### src/rtl/fft_ctrl_pkg.sv
// Shared types and defaults for the FFT frame sequencer and its sample FIFO.
package fft_ctrl_pkg;

  // Sequencer states
  typedef enum logic [1:0] {
    S_FFT_RST  = 2'd0,
    S_IDLE     = 2'd1,
    S_STREAM   = 2'd2,
    S_WAIT_OUT = 2'd3
  } state_t;

  localparam int N_POINTS_DEF   = 8192;
  localparam int DATA_W_DEF     = 16;
  localparam int FIFO_DEPTH_DEF = 16;
  localparam int RST_CYCLES_DEF = 3;
  localparam int FRAME_CNT_W    = 16;

  // Counter width able to hold values 0..n-1, never narrower than one bit.
  function automatic int cnt_width(input int n);
    return (n <= 2) ? 1 : $clog2(n);
  endfunction

endpackage

### src/rtl/fft_sample_fifo.sv
// Synchronous sample FIFO with a show-ahead head. A push while full is taken
// only when a pop happens in the same cycle; pops while empty are ignored.
module fft_sample_fifo #(
  parameter int DATA_W = 16,
  parameter int DEPTH  = 16
) (
  input  logic              clk,
  input  logic              reset_n,
  input  logic              push,
  input  logic              pop,
  input  logic [DATA_W-1:0] din,
  output logic [DATA_W-1:0] dout,
  output logic              full,
  output logic              empty
);

  localparam int AW = $clog2(DEPTH);

  logic [DATA_W-1:0] mem [DEPTH];
  logic [AW:0]       wr_ptr;
  logic [AW:0]       rd_ptr;
  logic              do_push;
  logic              do_pop;

  // Pointers carry one extra wrap bit so full and empty are distinguishable.
  assign empty   = (wr_ptr == rd_ptr);
  assign full    = (wr_ptr[AW] != rd_ptr[AW]) && (wr_ptr[AW-1:0] == rd_ptr[AW-1:0]);
  assign do_pop  = pop & ~empty;
  assign do_push = push & (~full | do_pop);
  assign dout    = mem[rd_ptr[AW-1:0]];

  // Pointer update; reset flushes the FIFO.
  always_ff @(posedge clk) begin
    if (!reset_n) begin
      wr_ptr <= '0;
      rd_ptr <= '0;
    end else begin
      if (do_push) wr_ptr <= wr_ptr + 1'b1;
      if (do_pop)  rd_ptr <= rd_ptr + 1'b1;
    end
  end

  // Storage write; contents need no reset since empty masks them.
  always_ff @(posedge clk) begin
    if (do_push) mem[wr_ptr[AW-1:0]] <= din;
  end

endmodule

### src/rtl/fft_frame_sequencer.sv
// Frames the mono sample stream onto the FFT Avalon-ST sink: drives the FFT
// core reset, sop/eop/valid, honours sink_ready through a small FIFO and can
// hold each new frame until the FFT has emitted the previous result.
//
// state      | meaning
// S_FFT_RST  | holding fft_reset_n low for RST_CYCLES cycles
// S_IDLE     | FFT ready, waiting for enable
// S_STREAM   | transferring FIFO samples to the FFT sink
// S_WAIT_OUT | frame sent, waiting for the FFT source eop
module fft_frame_sequencer
  import fft_ctrl_pkg::*;
#(
  parameter int N_POINTS    = N_POINTS_DEF,
  parameter int DATA_W      = DATA_W_DEF,
  parameter int FIFO_DEPTH  = FIFO_DEPTH_DEF,
  parameter int RST_CYCLES  = RST_CYCLES_DEF,
  parameter bit WAIT_SOURCE = 1'b1
) (
  input  logic                   clk,
  input  logic                   reset_n,
  input  logic                   enable,
  input  logic [DATA_W-1:0]      sample_in,
  input  logic                   sample_valid,
  input  logic                   sink_ready,
  input  logic                   source_valid,
  input  logic                   source_eop,
  output logic                   fft_reset_n,
  output logic                   sink_valid,
  output logic                   sink_sop,
  output logic                   sink_eop,
  output logic [DATA_W-1:0]      sink_real,
  output logic [DATA_W-1:0]      sink_imag,
  output logic                   frame_done,
  output logic [FRAME_CNT_W-1:0] frame_count,
  output logic                   overflow
);

  localparam int PT_W = $clog2(N_POINTS);
  localparam int RC_W = cnt_width(RST_CYCLES);

  state_t                   state;
  state_t                   state_next;
  logic [RC_W-1:0]          rst_cnt;
  logic [PT_W-1:0]          pt_cnt;
  logic [FRAME_CNT_W-1:0]   frame_cnt_q;
  logic                     frame_done_q;
  logic                     overflow_q;

  logic                     push_req;
  logic                     xfer;
  logic                     last_pt;
  logic                     eop_xfer;
  logic                     rst_done;
  logic                     fifo_full;
  logic                     fifo_empty;
  logic [DATA_W-1:0]        fifo_head;

  assign push_req = sample_valid & enable & (state != S_FFT_RST);
  assign last_pt  = (pt_cnt == PT_W'(N_POINTS - 1));
  assign xfer     = sink_valid & sink_ready;
  assign eop_xfer = xfer & last_pt;
  assign rst_done = (rst_cnt == '0);

  assign fft_reset_n = (state != S_FFT_RST);
  assign sink_valid  = (state == S_STREAM) & ~fifo_empty;
  assign sink_sop    = sink_valid & (pt_cnt == '0);
  assign sink_eop    = sink_valid & last_pt;
  // Head is masked while invalid so stale FIFO storage never reaches the pins.
  assign sink_real   = sink_valid ? fifo_head : '0;
  assign sink_imag   = '0;
  assign frame_done  = frame_done_q;
  assign frame_count = frame_cnt_q;
  assign overflow    = overflow_q;

  fft_sample_fifo #(
    .DATA_W (DATA_W),
    .DEPTH  (FIFO_DEPTH)
  ) u_fifo (
    .clk     (clk),
    .reset_n (reset_n),
    .push    (push_req),
    .pop     (xfer),
    .din     (sample_in),
    .dout    (fifo_head),
    .full    (fifo_full),
    .empty   (fifo_empty)
  );

  // State register.
  always_ff @(posedge clk) begin
    if (!reset_n) state <= S_FFT_RST;
    else          state <= state_next;
  end

  // Next-state logic; a frame in progress always runs to its eop.
  always_comb begin
    state_next = state;
    case (state)
      S_FFT_RST: begin
        if (rst_done) state_next = S_IDLE;
      end
      S_IDLE: begin
        if (enable) state_next = S_STREAM;
      end
      S_STREAM: begin
        if (eop_xfer) begin
          if (WAIT_SOURCE)  state_next = S_WAIT_OUT;
          else if (!enable) state_next = S_IDLE;
        end
      end
      S_WAIT_OUT: begin
        if (source_valid && source_eop) state_next = enable ? S_STREAM : S_IDLE;
      end
      default: state_next = S_FFT_RST;
    endcase
  end

  // FFT reset timer: down-counter loaded at reset, terminal count at zero.
  always_ff @(posedge clk) begin
    if (!reset_n)                              rst_cnt <= RC_W'(RST_CYCLES - 1);
    else if (state == S_FFT_RST && !rst_done)  rst_cnt <= rst_cnt - 1'b1;
  end

  // Point counter: position of the FIFO head within the current frame.
  always_ff @(posedge clk) begin
    if (!reset_n)   pt_cnt <= '0;
    else if (xfer)  pt_cnt <= last_pt ? '0 : pt_cnt + 1'b1;
  end

  // Frame completion pulse and wrapping frame counter.
  always_ff @(posedge clk) begin
    if (!reset_n) begin
      frame_done_q <= 1'b0;
      frame_cnt_q  <= '0;
    end else begin
      frame_done_q <= eop_xfer;
      if (eop_xfer) frame_cnt_q <= frame_cnt_q + 1'b1;
    end
  end

  // Sticky overflow: a sample offered to a full FIFO with no pop is lost.
  always_ff @(posedge clk) begin
    if (!reset_n)                                overflow_q <= 1'b0;
    else if (push_req && fifo_full && !xfer)     overflow_q <= 1'b1;
  end

endmodule

### config.mk
export PLATFORM = sky130hd
export DESIGN_NAME = fft_frame_sequencer
export DESIGN_NICKNAME = d
export VERILOG_FILES = /design/src/rtl/fft_ctrl_pkg.sv /design/src/rtl/fft_sample_fifo.sv /design/src/rtl/fft_frame_sequencer.sv
export SDC_FILE = /design/constraint.sdc
export NUM_CORES = 1
export LEC_CHECK = 0
export CORE_ASPECT_RATIO = 0.6
export CORE_MARGIN = 1
export CORE_UTILIZATION = 53
export CTS_CLUSTER_DIAMETER = 50
export DETAILED_ROUTE_END_ITERATION = 8
export PLACE_DENSITY = 0.86
export SLEW_MARGIN = 30
export SYNTH_ARGS = -nofsm -noshare
export SYNTH_HDL_FRONTEND = slang
export SYNTH_SLANG_ARGS = --single-unit
export TNS_END_PERCENT = 50
### constraint.sdc
create_clock -name clk -period 2.9 [get_ports clk]
set_input_delay 0.58 -clock clk [delete_from_list [all_inputs] [get_ports clk]]
set_output_delay 0.58 -clock clk [all_outputs]
set_load 0.05 [all_outputs]
Word level (Yosys, flattened, before mapping)
Memories as Yosys holds them, arrays and structs flattened. A register that Yosys moved wholly into a read port is not among the register bits.
Index checks and enable logic that the tools add are counted.
{ "word_totals": {"elab_cells": 61, "ram_bits": 256, "ff_bits": 45, "memories": 1, "in_bits": 23} }
{ "op_classes": {"bitwise_logic": 12, "n_eq_ne": 11, "muxes": 12, "n_reduce_logical": 12, "addsub": 5} }
{ "mem_list": {"columns": ["name", "depth", "width", "read_ports", "rd_clocked_by_memory_dff", "wr", "line", "text"], "rows": [
  ["u_fifo.mem", 16, 16, 1, 1, 1, "fft_sample_fifo.sv:19", "logic [DATA_W-1:0] mem [DEPTH];"]
]} }
{ "op_table": {"columns": ["operator", "n"], "rows": [
  ["16-bit by 1-bit adder with 16-bit output, second input constant", 1],
  ["16-bit two-way mux", 1],
  ["13-bit by 1-bit adder with 13-bit output, second input constant", 1],
  ["13-bit equality test, second input constant", 1],
  ["13-bit zero test", 1],
  ["13-bit two-way mux", 1],
  ["5-bit by 1-bit adder with 5-bit output, second input constant", 2],
  ["2-bit two-way mux", 5],
  ["1-bit bitwise AND", 9],
  ["4-bit two-way mux", 2],
  ["2-bit != test, second input constant", 4],
  ["2-bit case mux with 4 select lines", 1],
  ["5-bit equality test", 1],
  ["1-bit logical AND", 5],
  ["2-bit equality test, second input constant", 2],
  ["4-bit equality test", 1],
  ["2-bit zero test", 2],
  ["4-bit AND reduction", 1],
  ["2-bit by 1-bit equality test with 1-bit output, second input constant", 1],
  ["1-bit zero test", 2],
  ["1-bit two-way mux", 2],
  ["1-bit inverter", 2],
  ["2-bit nonzero test", 1],
  ["2-bit by 1-bit subtractor with 2-bit output, second input constant", 1],
  ["other kinds (2)", 2]
]} }

Depth between registers and ports, before layout
Gate-level depths: netlist of run 1.
{ "depth": {"depth_word": 9, "depth_mapped": 8, "ltp_nobuf": 6} }

Hierarchy
A second synthesis of run 1 with hierarchy kept.
{ "unflattened": {"hier_cells": 683, "hier_area_um2": 12495.7} }
{ "by_module_without_submodules": {"columns": ["module", "seq_area_each_um2", "area_per_inst_um2", "n_inst", "cells_per_inst"], "rows": [
  ["fft_sample_fifo", 7967.6, 10521.3, 1, 442],
  ["fft_frame_sequencer", 700.7, 1974.4, 1, 241]
]} }

Least setup slack after synthesis of run 1
No wires, ideal clock.
{ "synth_path": {"path_type": "register to register", "from": "reg u_fifo.rd_ptr[4]", "to": "mem u_fifo.mem[3][0], enable pin", "n_path_buf": 0, "setup_ns": 0.409, "required_ns": 2.491, "synth_period_minus_slack_ns": 2.845, "arrival_ns": 2.435, "stages_incl_launch_ff": 5, "path_slack_ns": 0.055, "cell_sequence": "dfxtp_1 -> xnor2_2 -> nor2_1 -> a211o_1 -> nor3_1"} }
{ "synth_via": {"elab_chain_cells": 9} }
{ "synth_rtl": {"columns": ["item", "line", "text"], "rows": [
  ["start: declaration", "fft_sample_fifo.sv:21", "logic [AW:0] rd_ptr;"],
  ["start signal: assignment", "fft_sample_fifo.sv:39", "if (do_pop) rd_ptr <= rd_ptr + 1'b1;"],
  ["5-bit equality test", "fft_sample_fifo.sv:26", "assign empty = (wr_ptr == rd_ptr);"],
  ["1-bit inverter", "fft_sample_fifo.sv:28, fft_frame_sequencer.sv:65", null],
  ["1-bit bitwise AND", "fft_frame_sequencer.sv:65", "assign sink_valid = (state == S_STREAM) & ~fifo_empty;"],
  ["1-bit bitwise AND", "fft_frame_sequencer.sv:60", "assign xfer = sink_valid & sink_ready;"],
  ["1-bit bitwise AND", "fft_sample_fifo.sv:28", "assign do_pop = pop & ~empty;"],
  ["1-bit bitwise OR *", "fft_sample_fifo.sv:29", "assign do_push = push & (~full | do_pop);"],
  ["1-bit bitwise AND *", "fft_sample_fifo.sv:29", null],
  ["1-bit two-way mux *", "fft_sample_fifo.sv:45", "if (do_push) mem[wr_ptr[AW-1:0]] <= din;"],
  ["1-bit two-way mux (not written as such) *", "fft_sample_fifo.sv:45", null],
  ["end: declaration", "fft_sample_fifo.sv:19", null]
]} }
Mark *: on every way between the ends. The rest lies on a longest branch, timed or not.

==> results.md, run 1 <==
- Outcome: finished, violations left
- Failing checks: negative setup slack
- Clk root buf: clkbuf_16
- Final wirelength: 32,390 um
- Hold WS: a little under 0.5 ns
- Drt pass-1 iters: 5
- CP max-delay cell: mux4_2
- H-tree levels: 1
- R2R Setup Slk: roughly 0.51 ns
- TritonCTS buffer count: 27
- Vias per cell: between 6 and 7
- Starting Density: 0.5404
- Initial DRC Count: 932
- Top cell type by total area after synthesis: edfxtp_1
- Post-DRT Antenna Nets: 0
- Leakage: 4.856 nW
- Hold depth: 2
- Die W: 200.0 um
- Top post-synthesis cells by area: edfxtp_1 (62%), mux4_2 (14%), dfxtp_1 (7.9%), and3_1 (1.6%), buf_4 (1.2%)
- GRT Resource Usage Total: 0.2760
- Die height: ~120 um
- FFs w/ async S/R, synth: 0
- WS Path Type: reg2out
- # clock sinks: about 310
- Final setup margin: -0.3469 ns
- Share of post-route cells with drive strength above 1: 0.2776
- Critical path capture point type: output pin
- Critical Path, Cell by Cell: buf_12, clkbuf_16, mux4_2, mux4_2, and3_4, buf_6
- Final hold vios: 0
- Cell repeated most along the worst path: mux4_2
- Setup tns final: -4.860 ns
- # nets final: roughly 840
- First-pass GRT wire length: 46,950 um
- CTS tree: yes
- Slew Limit Fails: 0
- IO buf count: 60
- Most common cell after layout, fill and taps aside: edfxtp_1
- Peak supply drop: 0.0003655 V
- Area growth from synthesis to layout: 20.23%
- I/O pin count: 77
- R2R cell count: 6
- GP Congestion: a little under 0.9
- Worst clock skew: 0.01735 ns
- Residual DRC: 0
- Clk_lat worst skew: 0.54 ns
- Routed len/inst: 28.41 um
- Diode count: 0
- Netlist cell types: 56
- Critical R2R Capture: u_fifo.wr_ptr[4]
- Crit path DAT: 2.67 ns
- Fmax: 0.3080 GHz
- Worst Max-Slew Pin Slew: 0.7308 ns
- DP HPWL: around 17,000 um
- Fin crit period: 3.247 ns
- Startpoint class of the critical path: register
- Slew margin rel.: 0.5113
- Main synth FF type: edfxtp_1
- Yosys warnings: 0
- Pin count of the biggest net entering global routing: 37
- R2r startpoint: u_fifo.rd_ptr[4]
- Post-CTS Hold Buffers: 0
- Startpoint of the worst hold path: overflow
- Pwr Total: 9.082 mW
- Hold/Removal Path Class: reg2reg
- Hold Path Sink: overflow
- Initial antenna violation count: 0
- Synthesis-stage register bit count: 305
- Most frequent cells in the layout: edfxtp_1 (256), mux4_2 (80), clkdlybuf4s50_1 (41), dfxtp_1 (39), nand2_1 (29)
- EDFF count, synth: 256
- Sequential area share after synthesis: 0.6950
- CP peak stage delay: 0.53 ns
- Max Root-Sink Buffers: 3
- Core box area: 23,080 um^2
- Area share of the largest cell type after synthesis: 0.6164
- Crit-path max FO: 7
- Cell Rows: 43
- Total congestion overflow: 0
- Vias in the first global route: 7,325
- Crit share post-route: 1.120
- Die area: 24,170 um^2
- Syn Inst Count: between 700 and 800
- Avg Cell Area, Syn: 17.79 um^2
- MaxCap Viol Count: 0
- Synth Cell Area: 12,470 um^2
- Required time of the critical path: 2.32 ns
- DR vias: between 7,000 and 8,000
- Setup violators final: 16
- P per Cell Area: 605.7 nW/um^2
- CTS clk-pin slew, worst paths: approximately 0.080 ns
- RSZ-0062 raised after global routing: true
-- cell usage after synthesis, types with 2 or more instances --
master and number:
nand3_1 25, and4_1 5, edfxtp_1 256, nand4_1 4, o31ai_1 4, nand2b_1 8
buf_1 8, nor3_1 3, mux4_2 80, o211ai_1 4, o21ai_0 6, nor2b_1 4
a21oi_1 13, a21oi_2 2, ha_1 9, buf_6 4, o22ai_1 2, o21a_1 6
a211oi_1 3, or3_1 5, clkbuf_1 13, dfxtp_1 49, and3_1 31, or4_1 2
nor4_1 8, o31a_1 4, o21ai_1 2, buf_4 20, xor2_1 3, inv_1 13
xnor2_1 13, nand2_1 29, and2_1 4, mux2i_1 8, nor2_1 24, buf_2 7
-- critical path: cells and delay by family, from the launching register on --
family | cells | cell delay (ns)
muxes | 2 | 1.00
buffers and inverters | 3 | 0.46
DFF | 1 | 0.44
and+or+nand+nor | 1 | 0.21
-- cell families after synthesis --
logic type | Yosys count | synth area share
AO/OA/AOI/OAI | 56 | 0.03281
XOR/XNOR | 18 | 0.01385
adder cells (fa/ha/maj) | 9 | 0.009029
buffers and inverters | 65 | 0.02869
flip-flops | 305 | 0.6950
multiplexers | 88 | 0.1509
other | 1 | 0.0003007
AND/OR/NAND/NOR | 159 | 0.06942
-- repair_timing --
action	in CTS	in global routing
endpoints found under the setup margin	19	19
gates resized for setup	39	17
cloned	3	1
pin swaps	1	0
buffers inserted	6	1
-- where the power goes --
group,total [mW],internal (mW),switching [mW]
logic,0.573,0.201,0.372
registers,4.83,4.79,0.0349
clock network,3.68,2.08,1.61
total,9.08,7.07,2.02
-- state kept, by name (all words and copies together), names as in the netlist, named ones only --
| signal | count |
|---|---|
| frame_count | 16 |
| frame_done | 1 |
| overflow | 1 |
| pt_cnt | 13 |
| rst_cnt | 2 |
| state | 2 |
| u_fifo.mem | 256 |
| u_fifo.rd_ptr | 5 |
| u_fifo.wr_ptr | 5 |
-- metal layers --
| metal | part of all wire | vias up | wire (um) | track usage |
|---|---|---|---|---|
| met3 | 0.097 | 96 | 3149 | 0.05160 |
| met5 | 0 | - | 0 | 0 |
| li1 | - | 2985 | - | - |
| met1 | 0.37 | 3720 | 12090 | 0.3678 |
| met4 | 0.041 | 0 | 1336 | 0.1178 |
| met2 | 0.49 | 541 | 15810 | 0.4488 |
-- area by class of cell --
| type | instances | area [um^2] |
|---|---|---|
| clock inverters | 18 | 201.4 |
| fillers | 1417 | 8085 |
| flip-flops and latches | 305 | 8688 |
| repair buffers | 112 | 1366 |
| well taps | 315 | 394.1 |
| clock buffers | 31 | 690.7 |
| multi-input cells | 346 | 3606 |
| inverters | 13 | 48.80 |
-- through the flow --
step	utilization	cells	setup WS [ns]	instance area (um^2)
finish	0.6497	1140	-0.3469	15000
global route	0.6497	1140	-0.3930	15000
CTS	0.6476	1140	-0.3460	14950
detailed placement	0.5953	1082	0.1907	13740
global placement	0.5953	1082	0.2321	13740
floorplan	-	716	0.05537	12530
-- how the worst max path moves through the flow --
stage                     startpoint                to
finish                      register     sink_real[14]
global route                register      sink_real[6]
CTS                         register     sink_real[11]
detailed placement          register      sink_real[8]
global placement            register      sink_real[5]
floorplan           u_fifo.rd_ptr[4]  u_fifo.mem[3][0]
Note: power is estimated with default switching activity, not from simulation.
==> run 2: changes to the inputs <==
--- a/config.mk
+++ b/config.mk
@@ -10,9 +10,11 @@
 export CORE_UTILIZATION = 53
 export CTS_CLUSTER_DIAMETER = 50
 export DETAILED_ROUTE_END_ITERATION = 8
+export HOLD_SLACK_MARGIN = 0.02
 export PLACE_DENSITY = 0.86
 export SLEW_MARGIN = 30
 export SYNTH_ARGS = -nofsm -noshare
 export SYNTH_HDL_FRONTEND = slang
+export SYNTH_HIERARCHICAL = 1
 export SYNTH_SLANG_ARGS = --single-unit
 export TNS_END_PERCENT = 50
==> run 2 against run 1 <==
  * The flow still finishes with violations (negative setup slack)
  * Count of clock-buffer cells in the layout fell by 2
  * Critical path type unchanged
  * Wire length fell by 12%
  * Utilization fell by 0.54 points
  * Setup slack improved by 0.054 ns
  * Total power fell by 0.78%
  * Sequential share of layout area rose by 0.28 points
  * Highest routed layer unchanged
  * Cell area fell by 0.59%
==> results.md, run 2 <==
- Drt pass-1 iters: 5 (unchanged)
- Clk root buf: clkbuf_16
- Seq pwr share: 0.535 (+0.004)
- Critical path capture point type: output pin
- Top post-synthesis cells by area: edfxtp_1 (62%), mux4_2 (9.6%), dfxtp_1 (7.9%), mux4_1 (5.7%), and2_1 (1.3%)
- GRT Resource Usage Total: 0.2385 (-0.03747)
- Final wirelength: 28,480 um (-12%)
- Adder-cell share of the synthesized area: 0.009012 (-0.00001718)
- Setup violators final: 17 (+1)
- WS Path Type: reg2out
- Vias per cell: 6.046 (-6.1%)
- Area share of the largest cell type after synthesis: 0.6152 (-0.001173)
- Max Root-Sink Buffers: 3 (unchanged)
- Residual DRC: 0 (unchanged)
- Area growth from synthesis to layout: 19.30%
- Netlist cell types: 52 (-7.1%)
- Slew Limit Fails: 0 (unchanged)
- Slew margin rel.: 0.5502 (+0.03893)
- CTS clk-pin slew, worst paths: 0.07 ns (about the same)
- Yosys warnings: 6 (+6)
- Fmax: 0.3132 GHz (+1.7%)
- Post-synthesis mux area share: 0.1547 (+0.003818)
- DP HPWL: 16,090 um (-6.6%)
- P per Cell Area: 604.5 nW/um^2 (-0.19%)
- CP max-delay cell: mux4_2
- Routed len/inst: 25.11 um (-12%)
- Post-DRT Antenna Nets: 0 (unchanged)
- Main synth FF type: edfxtp_1
- Starting Density: 0.5401 (about the same)
- Post-synthesis compound-gate area fraction: 0.02473 (-0.008073)
- Net Sw Power: 1.890 mW (-6.2%)
- Failing checks: negative setup slack
- H-tree levels: 1 (unchanged)
- Required time of the critical path: 2.32 ns (about the same)
- Peak supply drop: 0.0003857 V (+5.5%)
- Die height: 120.9 um (about the same)
- Pwr Total: 9.011 mW (-0.78%)
- FFs w/ async S/R, synth: 0 (unchanged)
- Main combinational cell family by area after synthesis: multiplexers
- Fin crit period: 3.193 ns (-0.05407 ns)
- I/O pin count: 77 (unchanged)
- Top cell type by total area after synthesis: edfxtp_1
- Internal power: 7.121 mW (+0.77%)
- # clock sinks: 305 (unchanged)
- EDFF count, synth: 256 (unchanged)
- Initial antenna violation count: 1 (+1)
- Core box area: 23,130 um^2 (+0.23%)
- Synth Cell Area: 12,500 um^2 (+0.19%)
- # nets final: 831 (-0.72%)
- Post-synth top cells: edfxtp_1 (256), mux4_2 (53), dfxtp_1 (49), mux4_1 (27), and2_1 (26)
- Die area: 24,210 um^2 (+0.19%)
- Syn Inst Count: 683 (-2.6%)
- CP peak stage delay: 0.51 ns (-0.02 ns)
- Fin util: 0.6443 (-0.005351)
- Leakage: 4.854 nW (about the same)
- Crit path DAT: 2.61 ns (-0.06 ns)
- TritonCTS buffer count: 27 (unchanged)
- Max reg flops: 256 (unchanged)
- Hold WS: 0.4904 ns (+0.008681 ns)
- Post-Synth XOR/XNOR Area: 0.01542 (+0.001576)
- Final setup margin: -0.2928 ns (+0.05407 ns)
- Clk_lat worst skew: 0.53 ns (about the same)
- Startpoint class of the critical path: register
- Most frequent cells in the layout: edfxtp_1 (256), mux4_2 (74), buf_4 (46), dfxtp_1 (43), clkdlybuf4s50_1 (41)
- Pin count of the biggest net entering global routing: 39 (+5.4%)
- GP Congestion: 0.8115 (-6.4%)
- First-pass GRT wire length: 42,390 um (-9.7%)
- Outcome: finished, violations left
- Worst clock skew: 0.01505 ns (-0.002302 ns)
- IO buf count: 60 (unchanged)
- Die W: 200.2 um (about the same)
- MaxCap Viol Count: 0 (unchanged)
- DR vias: 6,856 (-6.6%)
- Post-Synth Simple-Gate Area: 0.07219 (+0.002772)
- Post-CTS Hold Buffers: 0 (unchanged)
- CTS tree: yes
- Total congestion overflow: 0 (unchanged)
- Vias in the first global route: 6,823 (-6.9%)
- Top-count cell post-synth: edfxtp_1
- Critical Path, Cell by Cell: buf_12, buf_12, buf_16, mux4_2, mux4_2, and2_4, buf_6
- Worst Max-Slew Pin Slew: 0.6686 ns (-0.06227 ns)
- Share of post-route cells with drive strength above 1: 0.2922 (+0.01460)
- Cell Rows: 43 (unchanged)
- Combinational share of power: 0.049 (-0.014)
- Crit-path max FO: 8 (+1)
- Crit share post-route: 1.101 (-0.01865)
- Hold/Removal Path Class: reg2reg
- RSZ-0062 raised after global routing: true
- Avg Cell Area, Syn: 18.30 um^2 (+2.8%)
- Sequential area share after synthesis: 0.6937 (-0.001322)
- Synthesis-stage register bit count: 305 (unchanged)
- Final hold vios: 0 (unchanged)
- Clock power frac: 0.416 (+0.010)
- Most common cell after layout, fill and taps aside: edfxtp_1
- Initial DRC Count: 689 (-26%)
- Sw Ratio: 0.2097 (-0.01215)
## run 2: cell count changes after synthesis, moves of 7 or more
cell | previous run | this run
nand3_1 | 25 | 14
a21oi_1 | 13 | 21
nand4_1 | 4 | 11
and2_1 | 4 | 26
nand2_1 | 29 | 17
mux4_2 | 80 | 53
mux4_1 | 0 | 27
and3_1 | 31 | 16
## run 2: power groups by stage
stage               clock [mW]  sequential, mW  combinational, mW
floorplan                    0            4.90              0.301
global placement             0            4.92              0.414
detailed placement           0            4.92              0.427
CTS                       3.77            4.82              0.438
global route              3.96            4.83              0.471
finish                    3.75            4.82              0.440
## run 2: layout make-up
type | instances | area (um^2)
fillers | 1510 | 8228
repair buffers | 122 | 1371
well taps | 315 | 394.1
multi-input cells | 331 | 3498
diodes | 1 | 2.502
clock inverters | 19 | 234.0
inverters | 12 | 45.04
clock buffers | 29 | 683.2
flip-flops and latches | 305 | 8678
## run 2: worst paths after layout
path | end | slack (ns) | cells past startpoint | start
worst min register to register | frame_count[1] | 0.49 | 2 | frame_count[1]
worst max register to register | frame_count[14] | 0.41 | 8 | u_fifo/wr_ptr[3]
worst min-delay path | frame_count[1] | 0.49 | 2 | frame_count[1]
worst max-delay path | sink_real[10] | -0.29 | 7 | register
## run 2: worst max-delay path, delay by kind of cell, from the launching register on
family                 cells  cell delay (ns)
buffers and inverters      4             0.54
DFF                        1             0.40
muxes                      2             0.99
and+or+nand+nor            1             0.16
## run 2: layer usage
layer / part of all wire / global-route usage
met5: 0 / 0
met4: 0.021 / 0.05721
met3: 0.11 / 0.05666
met2: 0.47 / 0.3822
met1: 0.40 / 0.3341
## run 2: timing repair
| action | CTS | global route |
|---|---|---|
| resized for setup | 60 | 8 |
| buffers inserted | 9 | 0 |
| pin swaps | 0 | 0 |
| endpoints found under the setup margin | 17 | 18 |
| gates cloned | 4 | 0 |
## run 2: kinds of logic after synthesis
family	Yosys count
AO/OA/AOI/OAI	50
XOR/XNOR	22
adder cells (fa/ha/maj)	9
buffers and inverters	62
flip-flops	305
multiplexers	83
other	1
AND/OR/NAND/NOR	151
## run 2: metrics by stage
stage	worst slack, ns	cell area (um^2)	TNS [ns]	std cells
detailed placement	0.1123	13730	0	1073
global placement	0.1345	13730	0	1073
finish	-0.2928	14910	-4.037	1134
global route	-0.3604	14900	-5.007	1133
floorplan	0.1250	12560	0	698
CTS	-0.3055	14920	-4.357	1134
